<file path="src/rtl/seq_restoring_divider_if.sv">
// Start/busy/done handshake bundle for seq_restoring_divider: operands in, results and status out.
interface seq_restoring_divider_if #(
  parameter int DIVIDEND_W = 8,
  parameter int DIVISOR_W  = 4
);
  logic                  start;
  logic [DIVIDEND_W-1:0] dividend;
  logic [DIVISOR_W-1:0]  divisor;
  logic                  busy;
  logic                  done;
  logic [DIVIDEND_W-1:0] quotient;
  logic [DIVISOR_W-1:0]  remainder;
  logic                  div_by_zero;

  modport master (
    output start, dividend, divisor,
    input  busy, done, quotient, remainder, div_by_zero
  );

  modport slave (
    input  start, dividend, divisor,
    output busy, done, quotient, remainder, div_by_zero
  );
endinterface

</file>
<file path="src/rtl/seq_restoring_divider.sv">
// Sequential unsigned restoring divider, one quotient bit per clock, MSB first.
// Optional macro DIV_EARLY_EXIT_EN finishes dividend < divisor operations one cycle after accept.
module seq_restoring_divider #(
  parameter int DIVIDEND_W = 8,
  parameter int DIVISOR_W  = 4
) (
  input logic                    clk,
  input logic                    rst_n,
  seq_restoring_divider_if.slave bus
);
  localparam int CNT_W = $clog2(DIVIDEND_W + 1);
  localparam int PR_W  = DIVISOR_W + 1;

  typedef enum logic [1:0] {IDLE, CALC, DONE} state_t;

  state_t                state, state_nxt;
  logic [CNT_W-1:0]      cnt;
  logic [DIVIDEND_W-1:0] dvd_q;  // dividend bits leave at the top, quotient bits enter at the bottom
  logic [DIVISOR_W-1:0]  dvs;
  logic [PR_W-1:0]       pr;
  logic [PR_W-1:0]       pr_shift;
  logic [PR_W-1:0]       pr_nxt;
  logic                  q_bit;
  logic                  accept;
  logic                  div_zero;
  logic                  early;
  logic                  last_iter;
  logic [DIVIDEND_W-1:0] quotient_r;
  logic [DIVISOR_W-1:0]  remainder_r;
  logic                  dbz_r;

  always_comb begin
    state_nxt = state;
    accept    = 1'b0;
    early     = 1'b0;
    div_zero  = (bus.divisor == '0);
    last_iter = (cnt == CNT_W'(DIVIDEND_W - 1));
    pr_shift  = {pr[DIVISOR_W-1:0], dvd_q[DIVIDEND_W-1]};
    q_bit     = (pr_shift >= {1'b0, dvs});
    pr_nxt    = q_bit ? (pr_shift - {1'b0, dvs}) : pr_shift;
`ifdef DIV_EARLY_EXIT_EN
    early     = (bus.dividend < DIVIDEND_W'(bus.divisor));
`else
    early     = 1'b0;
`endif
    case (state)
      IDLE: begin
        if (bus.start) begin
          accept    = 1'b1;
          state_nxt = (div_zero || early) ? DONE : CALC;
        end
      end
      CALC: begin
        if (last_iter) state_nxt = DONE;
      end
      DONE:    state_nxt = IDLE;
      default: state_nxt = IDLE;
    endcase
  end

  // Control and visible results: reset clears them, results only change at accept or the final iteration
  always_ff @(posedge clk or negedge rst_n) begin
    if (!rst_n) begin
      state       <= IDLE;
      cnt         <= '0;
      quotient_r  <= '0;
      remainder_r <= '0;
      dbz_r       <= 1'b0;
    end else begin
      state <= state_nxt;
      if (accept) begin
        cnt <= '0;
        if (div_zero) begin
          quotient_r  <= '1;
          remainder_r <= '0;
          dbz_r       <= 1'b1;
        end else begin
          dbz_r <= 1'b0;
          if (early) begin
            quotient_r  <= '0;
            remainder_r <= bus.dividend[DIVISOR_W-1:0];
          end
        end
      end else if (state == CALC) begin
        cnt <= cnt + CNT_W'(1);
        if (last_iter) begin
          quotient_r  <= {dvd_q[DIVIDEND_W-2:0], q_bit};
          remainder_r <= pr_nxt[DIVISOR_W-1:0];
        end
      end
    end
  end

  // Working datapath: loaded on accept, iterated in CALC
  always_ff @(posedge clk) begin
    if (accept) begin
      dvd_q <= bus.dividend;
      dvs   <= bus.divisor;
      pr    <= '0;
    end else if (state == CALC) begin
      pr    <= pr_nxt;
      dvd_q <= {dvd_q[DIVIDEND_W-2:0], q_bit};
    end
  end

  assign bus.busy        = (state != IDLE);
  assign bus.done        = (state == DONE);
  assign bus.quotient    = quotient_r;
  assign bus.remainder   = remainder_r;
  assign bus.div_by_zero = dbz_r;
endmodule

</file>
<file path="src/flat_wrapper.sv">
// flat-port wrapper written by rule: the top's interface ports become plain ports
module seq_restoring_divider_flat 
#(
  parameter int DIVIDEND_W = 8,
  parameter int DIVISOR_W  = 4
)
  (clk, rst_n, bus_start, bus_dividend, bus_divisor, bus_busy, bus_done, bus_quotient, bus_remainder, bus_div_by_zero);
  seq_restoring_divider_if #(.DIVIDEND_W(DIVIDEND_W), .DIVISOR_W(DIVISOR_W)) bus_i ();
  input logic clk;
  input logic rst_n;
  input wire logic [$bits(bus_i.start)-1:0] bus_start;
  input wire logic [$bits(bus_i.dividend)-1:0] bus_dividend;
  input wire logic [$bits(bus_i.divisor)-1:0] bus_divisor;
  output wire logic [$bits(bus_i.busy)-1:0] bus_busy;
  output wire logic [$bits(bus_i.done)-1:0] bus_done;
  output wire logic [$bits(bus_i.quotient)-1:0] bus_quotient;
  output wire logic [$bits(bus_i.remainder)-1:0] bus_remainder;
  output wire logic [$bits(bus_i.div_by_zero)-1:0] bus_div_by_zero;
  assign bus_i.start = bus_start;
  assign bus_i.dividend = bus_dividend;
  assign bus_i.divisor = bus_divisor;
  assign bus_busy = bus_i.busy;
  assign bus_done = bus_i.done;
  assign bus_quotient = bus_i.quotient;
  assign bus_remainder = bus_i.remainder;
  assign bus_div_by_zero = bus_i.div_by_zero;
  seq_restoring_divider #(.DIVIDEND_W(DIVIDEND_W), .DIVISOR_W(DIVISOR_W)) u_core (.clk(clk), .rst_n(rst_n), .bus(bus_i));
endmodule
</file>
<file path="config.mk">
export PLATFORM = sky130hd
export DESIGN_NAME = seq_restoring_divider_flat
export DESIGN_NICKNAME = d
export VERILOG_FILES = /design/src/rtl/seq_restoring_divider_if.sv /design/src/rtl/seq_restoring_divider.sv /design/src/flat_wrapper.sv
export SDC_FILE = /design/constraint.sdc
export NUM_CORES = 1
export LEC_CHECK = 0
export BUFFER_PORTS_ARGS = -buffer_cell sky130_fd_sc_hd__buf_2
export CAP_MARGIN = 20
export CORE_ASPECT_RATIO = 2
export CORE_MARGIN = 8
export CORE_UTILIZATION = 55
export DETAILED_ROUTE_END_ITERATION = 10
export PLACE_DENSITY = 0.89
export SYNTH_ARGS = -nofsm -noshare
export SYNTH_HDL_FRONTEND = slang
export SYNTH_SLANG_ARGS = --single-unit
</file>
<file path="constraint.sdc">
create_clock -name clk -period 5 [get_ports clk]
set_input_delay 0.75 -clock clk [delete_from_list [all_inputs] [get_ports clk]]
set_output_delay 0.75 -clock clk [all_outputs]
set_load 0.005 [all_outputs]
</file>
==> flow_results.org <==
** Run status
- The flow ran to the end, and the final reports show no timing, DRC or antenna violations.

** Worst setup path
- Grouping stages by cell kind, the critical path spends the most delay in simple AND/OR/NAND/NOR gates.
- STA classifies the critical path startpoint as a flip-flop.
- Data arrives at the worst endpoint at 2100 ps.
- Counting cells, the worst reg-to-reg path comes to 3.
- Along the worst path, the maximum fanout reaches 21.
- The number of buffers and inverters on the critical path is 0.
- Worst setup path class :: flip-flop to flip-flop
- Counting stages on the worst path, the most repeated cell is sky130_fd_sc_hd__nand2_1.
- In this design, the stage delay of the slowest critical-path cell is roughly 660 ps.
- Critical-path top delay cell :: sky130_fd_sc_hd__nand2_1
- Launch instance of the worst register-to-register path :: u_core.state[1]$_DFFE_PN0P_
- Crit path required time :: 4930 ps
- FF-to-FF setup slack :: 2820 ps
- Worst path cell trace :: nor2_2, nand2_1, nand2_1
- Endpoint of the worst-slack reg-to-reg timing path :: u_core.dvd_q[2]$_DFFE_PP_
- STA classifies the critical path endpoint as a flip-flop.

** Route
- After detailed routing, the average wire length per cell comes to 17.2 microns.
- After detailed routing, the wire length on met1 is 1.35 mm.
- The first routing iteration left 26 violations.
- Final routed DRC violation total :: 0
- The routed layout has 1173 vias.
- Once detail routing completed, the nets flagged for antenna violations numbered 0.
- Total detailed-routing wirelength :: 3.37 mm
- Using the TritonRoute via totals, the vias-per-cell ratio works out to 5.98.
- The first detailed-routing pass ran for 4 iterations.
- In the detailed route, the total length drawn on met2 is 1.77 mm.
- Metal3 WL :: 193 microns
- Top layer used by detailed routing :: met4

** Timing
- Final Max Tran Viols :: 0
- Final-layout setup total negative slack :: 0 ps
- Across the routed clock network, the largest skew measured is 9.09 ps.
- Hold is met by 399 ps.
- After layout, the minimum clock period comes to between 2000 and 2500 ps.
- The number of hold-slack violations in the final timing report came to 0.
- Worst rel slew slack :: 0.417
- Setup repair after global routing left no endpoint under its margin.
- Setup violations, final :: 0
- In the finished design, the share of the clock period the worst path needs comes to 0.436.
- Static timing analysis puts the maximum clock frequency at roughly 460 MHz.
- Least-Margin Pin Slew :: 872 ps

** Global route
- All-layer global routing usage :: 0.136
- Entering global routing, the biggest net connects 22 pins.
- Wire length of the first global-routing pass :: 5.82 mm
- Number of global-route vias before repair :: approximately 1300
- The initial antenna violation count is 0.
- After global routing the overflow that remains totals 0.

** Clocking
- CTS Sinks :: 35
- Bufs on Longest Clock Path :: 2
- Root cell of the clock tree :: sky130_fd_sc_hd__clkbuf_8
- Clock transition at the registers of the reported paths :: 70 ps
- CTS built an H-tree with a depth of 2.
- Clock latency of the later-clocked register in the worst-skew pair :: 290 ps
- Once the clock tree was built, the setup fixing pass inserted 0 buffers.
- Clock tree from TritonCTS :: yes
- Hold Buf Count CTS :: 0
- Once the clock tree was built, the resizer swapped 0 gates to a different size.
- Number of CTS-inserted buffers :: 5

** Finish
- In the final layout, the share of cells above drive strength 1 is 0.376.
- The library cell used most frequently in the layout, excluding fill and tap cells, is sky130_fd_sc_hd__buf_2.
- Fill cells in the final layout number 229.
- Leading cell types in the layout, fill and taps excluded :: sky130_fd_sc_hd__buf_2 (29), sky130_fd_sc_hd__dfrtp_1 (19), sky130_fd_sc_hd__edfxtp_1 (12), sky130_fd_sc_hd__nand2_1 (8), sky130_fd_sc_hd__nand3_1 (8)
- Final design utilization :: 0.641
- Net total in the final layout :: 185
- Post-layout instance area :: 1980 sq um
- The number of antenna diodes in the final layout is 0.
- Area growth from synthesis to layout :: 13.3%

** Synth
- Proportion of netlist area held by the largest area contributor :: 0.273
- Counting flops with a built-in enable in the synthesized netlist gives 12.
- Number of unique standard cell types used by synthesis :: 43
- Mapped Avg Cell Area :: approximately 13 sq um
- Post-Synthesis Cell Area :: 1740 sq um
- Number of synthesis warnings :: 0
- The number of nets handed over by synthesis was 154.
- Yosys top cell by area :: sky130_fd_sc_hd__dfrtp_1
- Flops & latches, synth :: 35
- After technology mapping, the gate count stands at roughly 130.
- Async set-reset flop share out of synthesis :: 0.543
- Leading post-synthesis cells by cell area :: sky130_fd_sc_hd__dfrtp_1 (27%), sky130_fd_sc_hd__edfxtp_1 (21%), sky130_fd_sc_hd__mux2_4 (6.0%)
- Of the synthesized area, sequential elements account for 0.525.
- Top flip-flop cell by instance count after synthesis :: sky130_fd_sc_hd__dfrtp_1

** Floorplan
- Measured along the y axis, the die boundary spans 95.6 microns.
- Floorplan die area :: between 5000 and 6000 sq um
- Die W :: 55.8 microns
- The initial utilization of the core area, before any placement, comes to 0.566.
- The total area inside the core boundary comes to between 3000 and 4000 sq um.
- The floorplan has 29 rows.
- Top Ports :: 30

** Placed design
- Cell area after placement :: 1880 sq um
- The congestion estimate from routability-driven global placement came to 0.826.
- The count of buffers added on input and output ports is 29.
- Post-DP HPWL :: 2.52 mm

** Flow run
- Across the run, the number of max-cap violations was 0.

** Min path
- The worst hold path belongs to the class input port to async pin.

** Pwr
- Reported leakage power :: about 0.00090 uW
- Across the VDD grid, the largest voltage drop is 0.000449 V.
- Cell Pwr Density :: around 670 nW/um^2
==> synthesized netlist by cell type (2+ instances only) <==
cell type,count
sky130_fd_sc_hd__dfxtp_1,4
sky130_fd_sc_hd__nor2_2,2
sky130_fd_sc_hd__inv_1,7
sky130_fd_sc_hd__edfxtp_1,12
sky130_fd_sc_hd__nand2_1,8
sky130_fd_sc_hd__dfrtp_1,19
sky130_fd_sc_hd__nand4_1,4
sky130_fd_sc_hd__nor2_1,2
sky130_fd_sc_hd__mux2_4,7
sky130_fd_sc_hd__nor3_2,2
sky130_fd_sc_hd__o21ai_0,5
sky130_fd_sc_hd__buf_2,2
sky130_fd_sc_hd__o21ai_1,3
sky130_fd_sc_hd__a21oi_1,2
sky130_fd_sc_hd__ha_1,5
sky130_fd_sc_hd__o31ai_1,6
sky130_fd_sc_hd__nand3_1,8
sky130_fd_sc_hd__buf_6,3
sky130_fd_sc_hd__o22a_1,7
sky130_fd_sc_hd__nor2b_4,2
==> stage by stage <==
step / cells / setup slack (ps) / power (uW)
floorplan: 133 / 3320 / 977
global placement: 188 / 2800 / 1100
detailed placement: 188 / 2690 / 1120
CTS: 196 / 2820 / 1340
global route: 196 / 2650 / 1420
finish: 196 / 2820 / 1320
==> area by class of cell <==
type / count / area [sq um] / share of cell area
Sequential cell: 35 / 916 / 0.464
Inverter: 7 / 26.3 / 0.0133
Timing Repair Buffer: 29 / 145 / 0.0735
Tap cell: 31 / 38.8 / 0.0196
Multi-Input combinational cell: 86 / 758 / 0.384
Clock inverter: 1 / 5.00 / 0.00253
Clock buffer: 7 / 86.3 / 0.0437
==> cell families after synthesis <==
group | after synthesis | share of synthesized area
AOI/OAI and AO/OA | 32 | 0.156
buffers and inverters | 12 | 0.0402
adders and majority gates | 6 | 0.0473
and+or+nand+nor | 39 | 0.159
xor gates and xnor gates | 1 | 0.00502
DFF | 35 | 0.525
muxes | 8 | 0.0667
==> worst max path at each step <==
| stage | start | endpoint | cells past startpoint |
|---|---|---|---|
| 2_1_floorplan | u_core.dvs[1]$_DFFE_PP_ | u_core.dvd_q[0]$_DFFE_PP_ | 6 |
| 3_3_place_gp | bus_start | u_core.dvd_q[3]$_DFFE_PP_ | 3 |
| 3_5_place_dp | bus_start | u_core.dvd_q[5]$_DFFE_PP_ | 3 |
| 4_1_cts | u_core.state[1]$_DFFE_PN0P_ | u_core.dvd_q[7]$_DFFE_PP_ | 3 |
| 5_1_grt | u_core.state[1]$_DFFE_PN0P_ | u_core.dvd_q[7]$_DFFE_PP_ | 3 |
| 6_report | u_core.state[1]$_DFFE_PN0P_ | u_core.dvd_q[2]$_DFFE_PP_ | 3 |
==> report_power, final <==
part / internal (uW) / switching (uW) / total (uW)
sequential: 450 / 93.0 / 543
combinational: 280 / 296 / 575
clock: 111 / 93.5 / 204
==> metal layers <==
metal	up-vias	GRT usage
li1	556	-
met1	578	0.138
met2	32	0.241
met3	7	0.0520
met4	0	0.0625
met5	-	0
==> state kept, by name, summed over array words and instances (netlist names) <==
name	count
u_core.bus.remainder	4
u_core.pr	4
u_core.cnt	4
u_core.state	2
u_core.dvs	4
u_core.dvd_q	8
u_core.bus.quotient	8
u_core.bus.div_by_zero	1
No activity file was read; power rests on OpenSTA's default activity.
